**config.mk**
```make
export PLATFORM = sky130hd
export DESIGN_NAME = map_read_arbiter
export DESIGN_NICKNAME = d
export VERILOG_FILES = /design/src/rtl/map_pkg.sv /design/src/rtl/map_query_fsm.sv /design/src/rtl/map_read_arbiter.sv
export SDC_FILE = /design/constraint.sdc
export NUM_CORES = 1
export LEC_CHECK = 0
export CAP_MARGIN = 40
export CORE_MARGIN = 8
export CORE_UTILIZATION = 41
export CTS_CLUSTER_SIZE = 40
export DETAILED_ROUTE_END_ITERATION = 16
export PLACE_DENSITY = 0.78
export SLEW_MARGIN = 0
export SYNTH_ARGS = -nofsm -noshare
export SYNTH_HDL_FRONTEND = slang
export SYNTH_SLANG_ARGS = --single-unit
export TNS_END_PERCENT = 1
```
**constraint.sdc**
```tcl
create_clock -name Clk -period 1.7 [get_ports Clk]
set_input_delay 0.34 -clock Clk [delete_from_list [all_inputs] [get_ports Clk]]
set_output_delay 0.34 -clock Clk [all_outputs]
set_load 0.03 [all_outputs]
```
**src/rtl/map_pkg.sv**
```systemverilog
// Shared widths, query-state encoding and default starvation limit for the map ROM arbiter.
package map_pkg;

  localparam int MAP_ADDR_W     = 12;
  localparam int MAP_IDX_W      = 3;
  localparam int MAP_STARVE_LIM = 64;

  typedef enum logic [1:0] {
    IDLE,
    WAIT,
    READ,
    ACK
  } q_state_e;

endpackage

```
**src/rtl/map_query_fsm.sv**
```systemverilog
// Game-logic query side of the map ROM arbiter: query FSM, starve counter and result registers.
// Slot stealing after STARVE_LIM lost cycles is compiled in only with MAP_ARB_STEAL_EN.
module map_query_fsm
  import map_pkg::*;
#(
  parameter int IDX_W      = MAP_IDX_W,
  parameter int STARVE_LIM = MAP_STARVE_LIM
) (
  input  logic             Clk,
  input  logic             Reset_n,
  input  logic             disp_valid_i,
  input  logic             q_req_i,
  input  logic [IDX_W-1:0] rom_data_i,
  output logic             grant_o,
  output logic             q_ack_o,
  output logic [IDX_W-1:0] q_index_o
);

  localparam int CNT_W = $clog2(STARVE_LIM + 1);

  q_state_e         state_q, state_d;
  logic [CNT_W-1:0] cnt_q, cnt_d;
  logic             q_ack_q, q_ack_d;
  logic [IDX_W-1:0] q_index_q, q_index_d;
  logic             steal;
  logic             pending;

`ifdef MAP_ARB_STEAL_EN
  assign steal = (cnt_q == CNT_W'(STARVE_LIM));
`else
  assign steal = 1'b0;
`endif

  always_comb begin
    pending   = ((state_q == IDLE) && q_req_i) || (state_q == WAIT);
    grant_o   = pending && (!disp_valid_i || steal);
    state_d   = state_q;
    cnt_d     = cnt_q;
    q_ack_d   = 1'b0;
    q_index_d = q_index_q;
    case (state_q)
      IDLE: begin
        if (q_req_i) begin
          if (grant_o) begin
            state_d = READ;
          end else begin
            state_d = WAIT;
            cnt_d   = '0;
          end
        end
      end
      WAIT: begin
        // A non-granted WAIT cycle is always one lost to the display path.
        if (grant_o) begin
          state_d = READ;
          cnt_d   = '0;
        end else if (cnt_q != CNT_W'(STARVE_LIM)) begin
          cnt_d = cnt_q + CNT_W'(1);
        end
      end
      READ: begin
        q_index_d = rom_data_i;
        q_ack_d   = 1'b1;
        state_d   = ACK;
      end
      ACK:     state_d = IDLE;
      default: state_d = IDLE;
    endcase
  end

  always_ff @(posedge Clk) begin
    if (!Reset_n) begin
      state_q   <= IDLE;
      cnt_q     <= '0;
      q_ack_q   <= 1'b0;
      q_index_q <= '0;
    end else begin
      state_q   <= state_d;
      cnt_q     <= cnt_d;
      q_ack_q   <= q_ack_d;
      q_index_q <= q_index_d;
    end
  end

  assign q_ack_o   = q_ack_q;
  assign q_index_o = q_index_q;

endmodule

```
**src/rtl/map_read_arbiter.sv**
```systemverilog
// Shares the 1-cycle-latency map index ROM between the display fetch pipeline and game queries.
// Define MAP_ARB_STEAL_EN to let a starved query steal a display slot (result repeated, flagged).
module map_read_arbiter
  import map_pkg::*;
#(
  parameter int ADDR_W     = MAP_ADDR_W,
  parameter int IDX_W      = MAP_IDX_W,
  parameter int STARVE_LIM = MAP_STARVE_LIM
) (
  input  logic              Clk,
  input  logic              Reset_n,
  input  logic              disp_valid_i,
  input  logic [ADDR_W-1:0] disp_addr_i,
  output logic              disp_valid_o,
  output logic [IDX_W-1:0]  disp_index_o,
  output logic              disp_stolen_o,
  input  logic              q_req_i,
  input  logic [ADDR_W-1:0] q_addr_i,
  output logic              q_ack_o,
  output logic [IDX_W-1:0]  q_index_o,
  output logic [ADDR_W-1:0] rom_addr_o,
  input  logic [IDX_W-1:0]  rom_data_i
);

  logic              grant;
  logic [ADDR_W-1:0] rom_addr_q, rom_addr_d;
  logic              s1_valid_q, s1_valid_d;
  logic              s1_stolen_q, s1_stolen_d;
  logic              disp_valid_q, disp_valid_d;
  logic              disp_stolen_q, disp_stolen_d;
  logic [IDX_W-1:0]  disp_index_q, disp_index_d;

  map_query_fsm #(
    .IDX_W      (IDX_W),
    .STARVE_LIM (STARVE_LIM)
  ) u_query_fsm (
    .Clk          (Clk),
    .Reset_n      (Reset_n),
    .disp_valid_i (disp_valid_i),
    .q_req_i      (q_req_i),
    .rom_data_i   (rom_data_i),
    .grant_o      (grant),
    .q_ack_o      (q_ack_o),
    .q_index_o    (q_index_o)
  );

  always_comb begin
    // Idle cycles keep the last address so the ROM sees no needless toggling.
    rom_addr_d = rom_addr_q;
    if (grant) begin
      rom_addr_d = q_addr_i;
    end else if (disp_valid_i) begin
      rom_addr_d = disp_addr_i;
    end
    s1_valid_d = disp_valid_i;
`ifdef MAP_ARB_STEAL_EN
    s1_stolen_d = disp_valid_i && grant;
`else
    s1_stolen_d = 1'b0;
`endif
    disp_valid_d  = s1_valid_q;
    disp_stolen_d = s1_valid_q && s1_stolen_q;
    // A stolen slot leaves the index register untouched, repeating the last delivered value.
    disp_index_d  = disp_index_q;
    if (s1_valid_q && !s1_stolen_q) begin
      disp_index_d = rom_data_i;
    end
  end

  always_ff @(posedge Clk) begin
    if (!Reset_n) begin
      rom_addr_q    <= '0;
      s1_valid_q    <= 1'b0;
      s1_stolen_q   <= 1'b0;
      disp_valid_q  <= 1'b0;
      disp_stolen_q <= 1'b0;
      disp_index_q  <= '0;
    end else begin
      rom_addr_q    <= rom_addr_d;
      s1_valid_q    <= s1_valid_d;
      s1_stolen_q   <= s1_stolen_d;
      disp_valid_q  <= disp_valid_d;
      disp_stolen_q <= disp_stolen_d;
      disp_index_q  <= disp_index_d;
    end
  end

  assign rom_addr_o    = rom_addr_d;
  assign disp_valid_o  = disp_valid_q;
  assign disp_index_o  = disp_index_q;
  assign disp_stolen_o = disp_stolen_q;

endmodule

```
==> results.json, run 1 <==
{
  "status": "finished with violations",
  "failed_checks": "negative setup slack",
  "report.final.slew_viol_count": 0,
  "fmax_ghz": 0.486,
  "clockRootBuffer": "clkbuf_4",
  "totalWireLength_um": 3470,
  "synth_most_common_cell": "dfxtp_1",
  "syn_avg_cell_area_um2": 10.4,
  "clk_latency_ns": 0.30,
  "cts_sinks": 23,
  "first_iter_violations": 23,
  "cts_hold_buf": 0,
  "cts_buffers": 3,
  "period_share": 1.21,
  "arrival_ns": 1.72,
  "seq_area_frac_synth": 0.383,
  "antenna_found_initial": 0,
  "dpl.hpwl_um": 2380,
  "ioPinCount": 52,
  "synth_area_leaders": "dfxtp_1 38%, mux2_2 11%, o211a_1 10%, o21a_1 7.5%, or3_1 6.3%",
  "grt_pass1_vias": 1199,
  "syn-num-nets": 150,
  "grt_pass1_wl_um": 5840,
  "hold_violations": 0,
  "finalSetupViolCount": 12,
  "synthToLayoutAreaGrowth_pct": 66.3,
  "pre_cts_slack_ns": -0.380,
  "htreeDepth": 1,
  "cts_tree": "done",
  "finalCoreUtilization": 0.718,
  "rsz0062_at_grt": "true",
  "drcViolationCount": 0,
  "cts.clk_slew.worst_paths_ns": 0.12,
  "netlist_instances": 115,
  "gp_congestion": 0.750,
  "layout-drive-gt1-share": 0.353,
  "setup-tns-final_ns": -4.08,
  "ys.warnings.count": 0,
  "grtUsageMet3": 0.0466,
  "timing.final.ws_setup_ns": -0.359,
  "synth_top_area_frac": 0.383,
  "clock_skew_ns": 0.000618,
  "start_kind": "flip-flop",
  "final_area_mm2": 0.00200,
  "wl_per_cell_um": 17.0,
  "via_count": 1094,
  "final.min_clock_period_ns": 2.06,
  "synth_area_mm2": 0.00120,
  "path_class": "flip-flop to output pin",
  "insertedDiodeCount": 0,
  "dp.cells": 198,
  "hp-class": "flip-flop to flip-flop",
  "stdcell_count": 204,
  "grt_util_all_layers": 0.139,
  "avgViaCountPerCell": 5.36,
  "p_leak_nw": 0.991,
  "start_util": 0.432,
  "yosys.area.top_type": "dfxtp_1",
  "power.density_mw_per_mm2": 1310,
  "path_max_fanout": 8,
  "first_pass_iters": 4,
  "detail-route-antenna-nets": 0,
  "synthTopCellsByCount": "23 x dfxtp_1, 12 x mux2_2, 12 x o211a_1, 12 x o21a_1, 12 x or3_1",
  "overflow": 0,
  "row_count": 19,
  "top_usage_layer": "met2",
  "dieHeight_um": 70.1,
  "dieArea_mm2": 0.00492,
  "endpoint_kind": "output pin",
  "crit_required_ns": 1.36,
  "met2_usage": 0.237,
  "die_x_um": 70.1,
  "place_area_mm2": 0.00175,
  "yosysUniqueCellTypes": 24,
  "grt_start_max_net_pins": 15,
  "synth_edf_count": 0,
  "async_flop_share": 0,
  "core-area_mm2": 0.00278,
  "nets": 209,
  "ys_seq_elements": 23,
  "clock_path_buffers": 2,
  "met1_usage": 0.157,
  "yosys_most_used_dff": "dfxtp_1",
  "port_buffers": 50,
  "ir_drop_mv": 0.832,
  "cap_viol_max_count": 0
}
layer usage:
layer | vias to the layer above | wire, µm
met4 | 0 | 36
met2 | 44 | 1740
met5 | - | 0
met3 | 4 | 270
met1 | 519 | 1430
li1 | 527 | -
cells in the final DEF (no fill, tap or decap), types with 2 or more instances in the layout:
cell,n
o211a_1,12
mux2_2,12
inv_4,2
nor2b_1,6
dlymetal6s2s_1,7
or3_4,11
clkdlybuf4s50_1,29
o21a_1,11
nand2b_1,2
ha_1,2
buf_6,16
ha_4,2
dfxtp_1,21
clkbuf_4,3
nand2_1,2
mux2i_1,6
and2_1,4
dlygate4sd2_1,2
buf_4,8
critical path, stage by stage (launching register included):
cell and delay [ns]:
dfxtp_4 0.39, inv_4 0.06, ha_4 0.14, a21oi_4 0.07
buf_6 0.14, or3_4 0.33, o21a_1 0.13, buf_6 0.14
state kept, by name, indices dropped and copies added (netlist names):
signal                 count
rom_addr_q                12
disp_index_o               3
u_query_fsm.q_index_o      3
u_query_fsm.state_q        2
disp_valid_d               1
disp_valid_o               1
u_query_fsm.q_ack_o        1
layout make-up:
type / instances / area, µm²
Tap cell: 31 / 38.8
Sequential cell: 23 / 465
Fill cell: 215 / 785
Multi-Input combinational cell: 80 / 766
Clock buffer: 4 / 26.3
Timing Repair Buffer: 64 / 688
Inverter: 2 / 12.5
power breakdown:
group,leakage (nW),switching [mW],internal (mW),total [mW]
sequential,0.191,0.0570,0.662,0.719
combinational,0.785,0.805,0.844,1.65
clock,0.0150,0.158,0.0915,0.250
total,0.991,1.02,1.60,2.62
metrics by stage:
stage               total power, mW  hold WS, ns
finish                         2.62        0.522
global route                   2.79        0.553
CTS                            2.58        0.533
detailed placement             2.06        0.502
global placement               2.02        0.487
floorplan                      1.55        0.464
timing repair:
item / in CTS / in global routing
hold endpoints to repair: 0 / 0
resized for setup: 39 / 11
endpoints found under the setup margin: 12 / 19
setup buffers: 0 / 1
gates cloned: 1 / 0
pin swaps: 1 / 2
final timing paths:
path | start | end | slack [ns] | cells after the start
worst max-delay path | u_query_fsm.state_q[0] | rom_addr_o[9] | -0.36 | 7
worst min-delay path | disp_index_o[2] | disp_index_o[2] | 0.52 | 2
worst max register to register | u_query_fsm.state_q[0] | rom_addr_q[3] | 0.22 | 7
worst min register to register | disp_index_o[2] | disp_index_o[2] | 0.52 | 2
kinds of logic (layout without fill, tap and decap cells):
kind of cell / after synthesis / after routing / synth area share
and+or+nand+nor: 29 / 29 / 0.145
AOI/OAI and AO/OA: 28 / 28 / 0.204
DFF: 23 / 23 / 0.383
muxes: 18 / 18 / 0.163
buffers and inverters: 12 / 70 / 0.0604
adders and majority gates: 4 / 4 / 0.0417
other: 1 / 1 / 0.00312
(Power assumes the default switching activity.)
==> inputs of run 2 (changes only) <==
--- a/config.mk
+++ b/config.mk
@@ -8,8 +8,8 @@
 export CAP_MARGIN = 40
 export CORE_MARGIN = 8
 export CORE_UTILIZATION = 41
-export CTS_CLUSTER_SIZE = 40
 export DETAILED_ROUTE_END_ITERATION = 16
+export GPL_TIMING_DRIVEN = 0
 export PLACE_DENSITY = 0.78
 export SLEW_MARGIN = 0
 export SYNTH_ARGS = -nofsm -noshare
==> results.json, run 2 (synthesized netlist as in run 1, its figures left out) <==
{
  "met1_usage": 0.153,
  "htreeDepth": 1,
  "path_class": "primary input to output pin",
  "met2_usage": 0.258,
  "totalWireLength_um": 3530,
  "core-area_mm2": 0.00278,
  "regMostFlops": "rom_addr_q",
  "power.density_mw_per_mm2": 1350,
  "largest_reg_flops": 12,
  "power_mw": 2.66,
  "crit_start": "q_req_i",
  "via_count": 1090,
  "grt_util_all_layers": 0.145,
  "crit_slowest_cell": "clkdlybuf4s50_1",
  "timing.final.ws_setup_ns": -0.386,
  "period_share": 1.23,
  "avgViaCountPerCell": 5.27,
  "rrSetupSlack_ns": 0.30,
  "worst_hold_startpoint": "disp_valid_i",
  "cts_tree": "done",
  "p_sw_mw": 1.05,
  "dieArea_mm2": 0.00492,
  "layout-drive-gt1-share": 0.352,
  "arrival_ns": 1.75,
  "dieHeight_um": 70.1,
  "clk_latency_ns": 0.31,
  "row_count": 19,
  "cts.clk_slew.worst_paths_ns": 0.13,
  "dpl.hpwl_um": 2550,
  "cts_buffers": 3,
  "first_pass_iters": 4,
  "hold_violations": 0,
  "final_area_mm2": 0.00198,
  "start_util": 0.432,
  "r2r_end": "u_query_fsm.state_q[0]",
  "place_area_mm2": 0.00173,
  "hold_slack_ns": 0.488,
  "grt_pass1_vias": 1220,
  "dp.cells": 195,
  "gp_congestion": 0.820,
  "crit_chain": "clkdlybuf4s50_1 -> a21oi_4 -> clkbuf_8 -> or3_4 -> o21a_1 -> buf_6",
  "hold_end": "u_query_fsm.state_q[0]",
  "status": "finished with violations",
  "insertedDiodeCount": 0,
  "intPower_mw": 1.62,
  "finalCoreUtilization": 0.711,
  "synthToLayoutAreaGrowth_pct": 64.6,
  "nets": 212,
  "comb_power_share": 0.633,
  "grt_start_max_net_pins": 13,
  "path_max_fanout": 5,
  "ioPinCount": 52,
  "fmax_ghz": 0.479,
  "endpoint_kind": "output pin",
  "failed_checks": "negative setup slack",
  "drcViolationCount": 0,
  "final_common_cell": "clkdlybuf4s50_1",
  "clockPowerShare": 0.098,
  "port_buffers": 49,
  "cap_viol_max_count": 0,
  "p_leak_nw": 0.961,
  "antenna_found_initial": 0,
  "clock_path_buffers": 2,
  "first_iter_violations": 25,
  "ir_drop_mv": 0.853,
  "start_kind": "primary input",
  "report.final.slew_viol_count": 0,
  "cts_hold_buf": 0,
  "max_stage_delay_ns": 0.54,
  "stdcell_count": 207,
  "clock_skew_ns": 0.00389,
  "hp-class": "primary input to flip-flop",
  "setup-tns-final_ns": -4.51,
  "crit_required_ns": 1.36,
  "final_cell_mix": "31 x clkdlybuf4s50_1, 21 x dfxtp_1, 16 x buf_6, 12 x mux2_2, 12 x o211a_1",
  "pre_cts_slack_ns": -1.01,
  "rr_startpoint": "u_query_fsm.state_q[1]",
  "overflow": 0,
  "final.min_clock_period_ns": 2.09,
  "cts_sinks": 23,
  "detail-route-antenna-nets": 0,
  "grtUsageMet3": 0.0593,
  "power_frac_seq": 0.269,
  "grt_pass1_wl_um": 5970,
  "clockRootBuffer": "clkbuf_4",
  "top_usage_layer": "met2",
  "switching_share": 0.394,
  "min_path_cells": 4,
  "die_x_um": 70.1,
  "wl_per_cell_um": 17.1,
  "finalSetupViolCount": 12,
  "ff2ff_path_depth": 6,
  "rsz0062_at_grt": "true"
}
-- run 2: cell count changes in the layout (fill, tap and decap cells not counted), sizes merged --
| cell | delta |
|---|---|
| clkdlybuf4s50 | +2 |
| buf | -1 |
| dlygate4sd2 | -2 |
| clkbuf | +6 |
| dlymetal6s2s | -1 |
| bufbuf | -1 |
-- run 2: what timing repair did --
| item | 4_1_cts | 5_1_grt |
|---|---|---|
| pin swaps | 3 | 3 |
| cloned | 1 | 0 |
| setup buffers | 6 | 1 |
| setup endpoints to repair | 13 | 18 |
| resized for setup | 115 | 6 |
-- run 2: worst max-delay path by stage --
stage | to | slack (ns) | cells after the start
final | rom_addr_o[7] | -0.39 | 6
after global routing | rom_addr_o[5] | -0.44 | 7
after CTS | rom_addr_o[5] | -0.38 | 7
after detailed placement | rom_addr_o[5] | -1.01 | 6
after global placement | rom_addr_o[5] | -0.99 | 6
after floorplan | rom_addr_o[2] | -0.05 | 6
-- run 2: worst max-delay path, delay by kind of cell --
kind | cells | cell delay, ns
buffers and inverters | 3 | 0.84
AND/OR/NAND/NOR | 1 | 0.33
AO/OA/AOI/OAI | 2 | 0.24
-- run 2: layout make-up --
| type | count | area, µm² |
|---|---|---|
| repair buffers | 57 | 587 |
| well taps | 31 | 38.8 |
| inverters | 2 | 12.5 |
| fillers | 220 | 805 |
| multi-input cells | 80 | 764 |
| clock buffers | 4 | 26.3 |
| flip-flops and latches | 23 | 465 |
| plain buffers | 10 | 82.6 |
-- run 2: routing by layer --
layer | routed length [µm] | part of all wire | vias up
li1 | - | - | 534
met1 | 1450 | 0.41 | 512
met2 | 1750 | 0.49 | 40
met3 | 307 | 0.087 | 4
met4 | 30 | 0.0085 | 0
met5 | 0 | 0 | -
-- run 2: power by group through the flow --
| stage | sequential [mW] | clock, mW | combinational (mW) |
|---|---|---|---|
| 2_1_floorplan | 0.751 | 0 | 0.798 |
| 3_3_place_gp | 0.704 | 0 | 1.27 |
| 3_5_place_dp | 0.710 | 0 | 1.31 |
| 4_1_cts | 0.718 | 0.263 | 1.66 |
| 5_1_grt | 0.729 | 0.283 | 1.80 |
| 6_report | 0.717 | 0.261 | 1.69 |
==> inputs of run 3 (changes only) <==
--- a/config.mk
+++ b/config.mk
@@ -11,7 +11,7 @@
 export DETAILED_ROUTE_END_ITERATION = 16
 export GPL_TIMING_DRIVEN = 0
 export PLACE_DENSITY = 0.78
-export SLEW_MARGIN = 0
+export SETUP_SLACK_MARGIN = 0.15
 export SYNTH_ARGS = -nofsm -noshare
 export SYNTH_HDL_FRONTEND = slang
 export SYNTH_SLANG_ARGS = --single-unit
==> results.json, run 3 (synthesized netlist as in run 1, its figures left out) <==
{
  "power.density_mw_per_mm2": 1350,
  "port_buffers": 49,
  "antenna_found_initial": 0,
  "endpoint_kind": "output pin",
  "fmax_ghz": 0.480,
  "clock_skew_ns": 0.000911,
  "core-area_mm2": 0.00278,
  "final_cell_mix": "29 x clkdlybuf4s50_1, 21 x dfxtp_1, 15 x buf_6",
  "via_count": 1081,
  "cts_tree": "done",
  "row_count": 19,
  "grt_pass1_wl_um": 5870,
  "detail-route-antenna-nets": 0,
  "arrival_ns": 1.74,
  "largest_reg_flops": 12,
  "report.final.slew_viol_count": 0,
  "relSlewSlack": 0.661,
  "power_frac_seq": 0.257,
  "period_share": 1.23,
  "final_common_cell": "clkdlybuf4s50_1",
  "rsz0062_at_grt": "true",
  "worst_pin_slew_ns": 0.508,
  "p_sw_mw": 1.08,
  "grt_start_max_net_pins": 14,
  "crit_required_ns": 1.36,
  "drcViolationCount": 0,
  "wl_per_cell_um": 16.3,
  "hold_violations": 0,
  "layout-drive-gt1-share": 0.432,
  "timing.final.ws_setup_ns": -0.383,
  "switching_share": 0.386,
  "cts_sinks": 23,
  "comb_power_share": 0.648,
  "overflow": 0,
  "first_iter_violations": 41,
  "status": "finished with violations",
  "path_class": "flip-flop to output pin",
  "power_mw": 2.78,
  "path_max_fanout": 5,
  "die_x_um": 70.1,
  "max_stage_delay_ns": 0.39,
  "cap_viol_max_count": 0,
  "avgViaCountPerCell": 5.22,
  "clock_path_buffers": 2,
  "crit_chain": "inv_4 -> ha_4 -> a21oi_4 -> clkbuf_8 -> or3_4 -> o21a_4 -> buf_6",
  "grt_util_all_layers": 0.144,
  "clockPowerShare": 0.094,
  "ioPinCount": 52,
  "regMostFlops": "rom_addr_q",
  "rrSetupSlack_ns": 0.20,
  "failed_checks": "negative setup slack",
  "final.min_clock_period_ns": 2.08,
  "crit_slowest_cell": "dfxtp_4",
  "gp_congestion": 0.704,
  "dieHeight_um": 70.1,
  "start_util": 0.432,
  "dieArea_mm2": 0.00492,
  "cts.clk_slew.worst_paths_ns": 0.13,
  "dpl.hpwl_um": 2500,
  "first_pass_iters": 4,
  "clk_latency_ns": 0.32,
  "cts_hold_buf": 0,
  "insertedDiodeCount": 0,
  "intPower_mw": 1.71,
  "totalWireLength_um": 3380,
  "path_buf_inv": 3,
  "setup-tns-final_ns": -4.45,
  "clockRootBuffer": "clkbuf_4",
  "cts_buffers": 3,
  "crit_family": "flip-flops",
  "grt_pass1_vias": 1216,
  "synthToLayoutAreaGrowth_pct": 71.1,
  "start_kind": "flip-flop",
  "p_leak_nw": 0.923,
  "hp-class": "primary input to flip-flop",
  "htreeDepth": 1,
  "finalSetupViolCount": 12,
  "ir_drop_mv": 0.958,
  "nets": 212
}
==> run 3: changes by cell type in the layout (fill, tap and decap cells not counted), moves of 2 or more <==
| cell | previous run | this run |
|---|---|---|
| clkdlybuf4s50_1 | 31 | 29 |
| dlygate4sd2_1 | 0 | 8 |
| dlymetal6s2s_1 | 6 | 0 |
| o21a_1 | 11 | 0 |
| o21a_4 | 0 | 12 |
==> run 3: worst register-to-register path: stages (launching register included) <==
cell and delay [ns]:
dfxtp_4 0.40, inv_4 0.04, ha_4 0.16, a21oi_4 0.24, clkbuf_8 0.21, buf_4 0.11
nor3b_2 0.04, o221a_1 0.21
==> run 3: cell type report <==
| class | instances | area (µm²) |
|---|---|---|
| sequential | 23 | 465 |
| fill | 199 | 726 |
| timing repair buffer | 57 | 562 |
| multi-input combinational | 80 | 863 |
| buffer | 10 | 86.3 |
| inverter | 2 | 12.5 |
| tap | 31 | 38.8 |
| clock buffer | 3 | 22.5 |
| clock inverter | 1 | 5.00 |
==> run 3: final timing paths <==
path | endpoint | cells past startpoint | from
setup / recovery | rom_addr_o[8] | 7 | u_query_fsm.state_q[0]
hold / removal | u_query_fsm.state_q[0] | 4 | disp_valid_i
setup reg to reg | u_query_fsm.state_q[1] | 7 | u_query_fsm.state_q[0]
hold reg to reg | disp_index_o[1] | 2 | disp_index_o[1]
==> run 3: power groups by stage <==
stage	logic (mW)	clock network, mW	registers [mW]
3_5_place_dp	1.60	0	0.728
2_1_floorplan	1.10	0	0.769
3_3_place_gp	1.58	0	0.723
6_report	1.80	0.263	0.716
5_1_grt	1.94	0.306	0.732
4_1_cts	1.81	0.271	0.717
==> run 3: per-layer routing <==
| layer | GRT usage | up-vias | share of wire |
|---|---|---|---|
| met3 | 0.0692 | 4 | 0.088 |
| li1 | - | 537 | - |
| met4 | 0.0335 | 0 | 0.0062 |
| met1 | 0.162 | 502 | 0.43 |
| met2 | 0.240 | 38 | 0.47 |
| met5 | 0 | - | 0 |
==> run 3: stage by stage <==
stage	instances	setup WS, ns	hold WS (ns)	cell area (µm²)	utilization
finish	207	-0.383	0.442	2060	0.739
global route	207	-0.458	0.481	2060	0.739
CTS	207	-0.397	0.433	2050	0.737
detailed placement	195	-0.837	0.500	1930	0.693
global placement	195	-0.810	0.492	1930	0.693
floorplan	115	0.118	0.468	1400	-
==> run 3: repair_timing <==
action,CTS,global route
pin swaps,2,0
gates cloned,1,0
endpoints found under the setup margin,20,13
buffers inserted,7,0
resized for setup,99,1
==> RTL change, RTL diff (flow settings as in run 3) <==
The 4 states of `q_state_e` get a Gray code encoding in 2 bits.
--- a/src/rtl/map_pkg.sv
+++ b/src/rtl/map_pkg.sv
@@ -6,10 +6,10 @@
   localparam int MAP_STARVE_LIM = 64;
 
   typedef enum logic [1:0] {
-    IDLE,
-    WAIT,
-    READ,
-    ACK
+    IDLE = 2'b00,
+    WAIT = 2'b01,
+    READ = 2'b11,
+    ACK  = 2'b10
   } q_state_e;
 
 endpackage
Check against the original RTL: no difference found for any inputs over 10 cycles, from zero or initial values and one cycle with Reset_n low; not proved beyond that.
==> RTL change against run 3 <==
  * Largest cell class unchanged
  * Sequential cell count stayed put
  * Area after synthesis is 10% lower
  * Design area is 15% lower
  * Via count is 5.3% lower
  * The run still ends with negative setup slack left
  * Setup slack better by 110 ps
  * Worst hold slack better by 23 ps
  * Wire length is 9.1% lower
Power is not compared: it rests on default switching activity, and its combinational part moved more than twofold at a synthesized area within 25%.
==> RTL change: results (changes against run 3) <==
| Metric | Value |
|---|---|
| Leak | 0.0008079 uW |
| Root Buffer Master | clkbuf_4 |
| IO buf count | 49 (unchanged) |
| Worst vdd ir | 0.5637 mV |
| Synth unique cells | 21 (-13%) |
| Max reg flops | 12 (unchanged) |
| Drt pass-1 iters | 4 (unchanged) |
| Failing checks | negative setup slack |
| Wirelength, routed | 3072 um (-9.1%) |
| Inst Count DP | 185 (-5.1%) |
| Vias/cell | 5.333 (+2.1%) |
| Global-route wire length before repair | 4905 um (-16%) |
| Setup tns final | -2841 ps (+1612 ps) |
| Synthesis Warnings | 0 (unchanged) |
| Vias in the first global route | 1094 (-10%) |
| 1st-iter DRT viols | 20 (-51%) |
| Status | complete, but fails checks |
| Worst clock skew | 8.228 ps (+7.317 ps) |
| CP Data Arrival Time | 1630 ps (-110 ps) |
| Internal Power | 928.0 uW |
| Crit-path max FO | 6 (+1) |
| FFs w/ async S/R, synth | 0% (unchanged) |
| R2r setup slk | 410 ps (+210 ps) |
| FF-to-FF path depth | 4 (-3) |
| Synth cell count leaders | 23 x dfxtp_1, 12 x mux2_2, 12 x o211a_1, 12 x o21a_1, 12 x or3_1 |
| CTS Buffer Depth | 2 (unchanged) |
| Clk slew on worst S/H paths | 120 ps |
| Synth area leaders | dfxtp_1 43%, mux2_2 13%, o211a_1 11% |
| Syn nets | 137 (-8.7%) |
| H-tree levels | 1 (unchanged) |
| Slew Limit Fails | 0 (unchanged) |
| Worst setup margin | -268.4 ps (+114.7 ps) |
| GRT Overall Usage | 13.92% (-0.49 points) |
| TritonCTS Buffers | 3 (unchanged) |
| Setup violators final | 12 (unchanged) |
| Final HPWL DP | 2301 um (-8.0%) |
| Pin count of the biggest net entering global routing | 13 (-1) |
| # diodes | 0 (unchanged) |
| Critical Path Source | u_query_fsm.state_q[1] |
| CP endpoint | rom_addr_o[3] |
| Initial antenna violation count | 0 (unchanged) |
| Reg with most FFs | rom_addr_q |
| R2r endpoint | rom_addr_q[4] |
| Gpl congestion | 0.7267 (+3.3%) |
| Share of layout cells above drive strength 1 | 34.57% (-8.6 points) |
| Routed vias | 1024 (-5.3%) |
| Worst Hold Class | reg2reg |
| Worst skew pair latency | 310 ps |
| Post-synthesis sequential area ratio | 42.74% (+4.4 points) |
| Syn Inst Count | 106 (-7.8%) |
## RTL change: changes by cell type in the layout (fill, tap and decap cells not counted), sizes merged, moves of 3 or more
cell	change
ha	-4
a21oi	+3
nor2b	-6
clkbuf	-3
nor2	+5
mux2i	-3
buf	-3
## RTL change: how the worst min path moves through the flow
stage | start | end | slack (ps) | cells after the start
final | u_query_fsm.q_index_o[1] | u_query_fsm.q_index_o[1] | 460 | 2
after global routing | u_query_fsm.q_index_o[1] | u_query_fsm.q_index_o[1] | 490 | 2
after CTS | u_query_fsm.q_index_o[1] | u_query_fsm.q_index_o[1] | 470 | 2
after detailed placement | u_query_fsm.q_index_o[1] | u_query_fsm.q_index_o[1] | 450 | 2
after global placement | u_query_fsm.q_index_o[0] | u_query_fsm.q_index_o[0] | 450 | 2
after floorplan | Reset_n | disp_valid_d | 470 | 1
## RTL change: power groups by stage
stage	clock network [uW]	registers, uW	logic (uW)
2_1_floorplan	0	614	253
3_3_place_gp	0	603	445
3_5_place_dp	0	605	452
4_1_cts	261	592	489
5_1_grt	289	597	525
6_report	249	591	494
## RTL change: final cells by class
cell class	count	area (um2)
Clock buffer	4	26.28
Sequential cell	23	465.4
Timing Repair Buffer	52	506.7
Tap cell	30	37.54
Buffer	8	67.56
Multi-Input combinational cell	73	631.9
Fill cell	207	734.5
Inverter	2	7.507
## RTL change: kinds of logic after synthesis
logic type             Yosys count  share of synthesized area, %
other                            1                        0.3481
buffers and inverters           10                         5.225
and+or+nand+nor                 27                         13.24
DFF                             23                         42.74
muxes                           15                         15.33
AOI/OAI and AO/OA               30                         23.11
## RTL change: routing by layer
| metal | track usage, % | vias to the layer above | wire length (um) |
|---|---|---|---|
| met1 | 14.12 | 484 | 1182 |
| met2 | 24.61 | 37 | 1525 |
| met4 | 6.527 | 0 | 58 |
| met5 | 0 | - | 0 |
| met3 | 5.464 | 7 | 306 |
| li1 | - | 496 | - |
## RTL change: what timing repair did
item	CTS	global route
resized for setup	106	2
pin swaps	2	1
gates cloned	1	0
endpoints found under the setup margin	20	12
setup buffers	2	0
## RTL change: through the flow
stage / worst slack, ps / cell area [um2] / hold slack, ps / utilization [%] / power (uW)
floorplan: 130.0 / 1097 / 467.3 / - / 867.4
global placement: -948.9 / 1625 / 445.2 / 65.61 / 1049
detailed placement: -967.9 / 1625 / 451.8 / 65.61 / 1057
CTS: -274.2 / 1730 / 466.8 / 69.85 / 1341
global route: -315.6 / 1743 / 494.1 / 70.35 / 1411
finish: -268.4 / 1743 / 464.3 / 70.35 / 1334
## RTL change: critical path: stages, from the launching register on
cell and delay, ps:
dfxtp_4 360, o21bai_4 210, buf_6 150, or3_1 330, o21a_2 140, buf_6 130
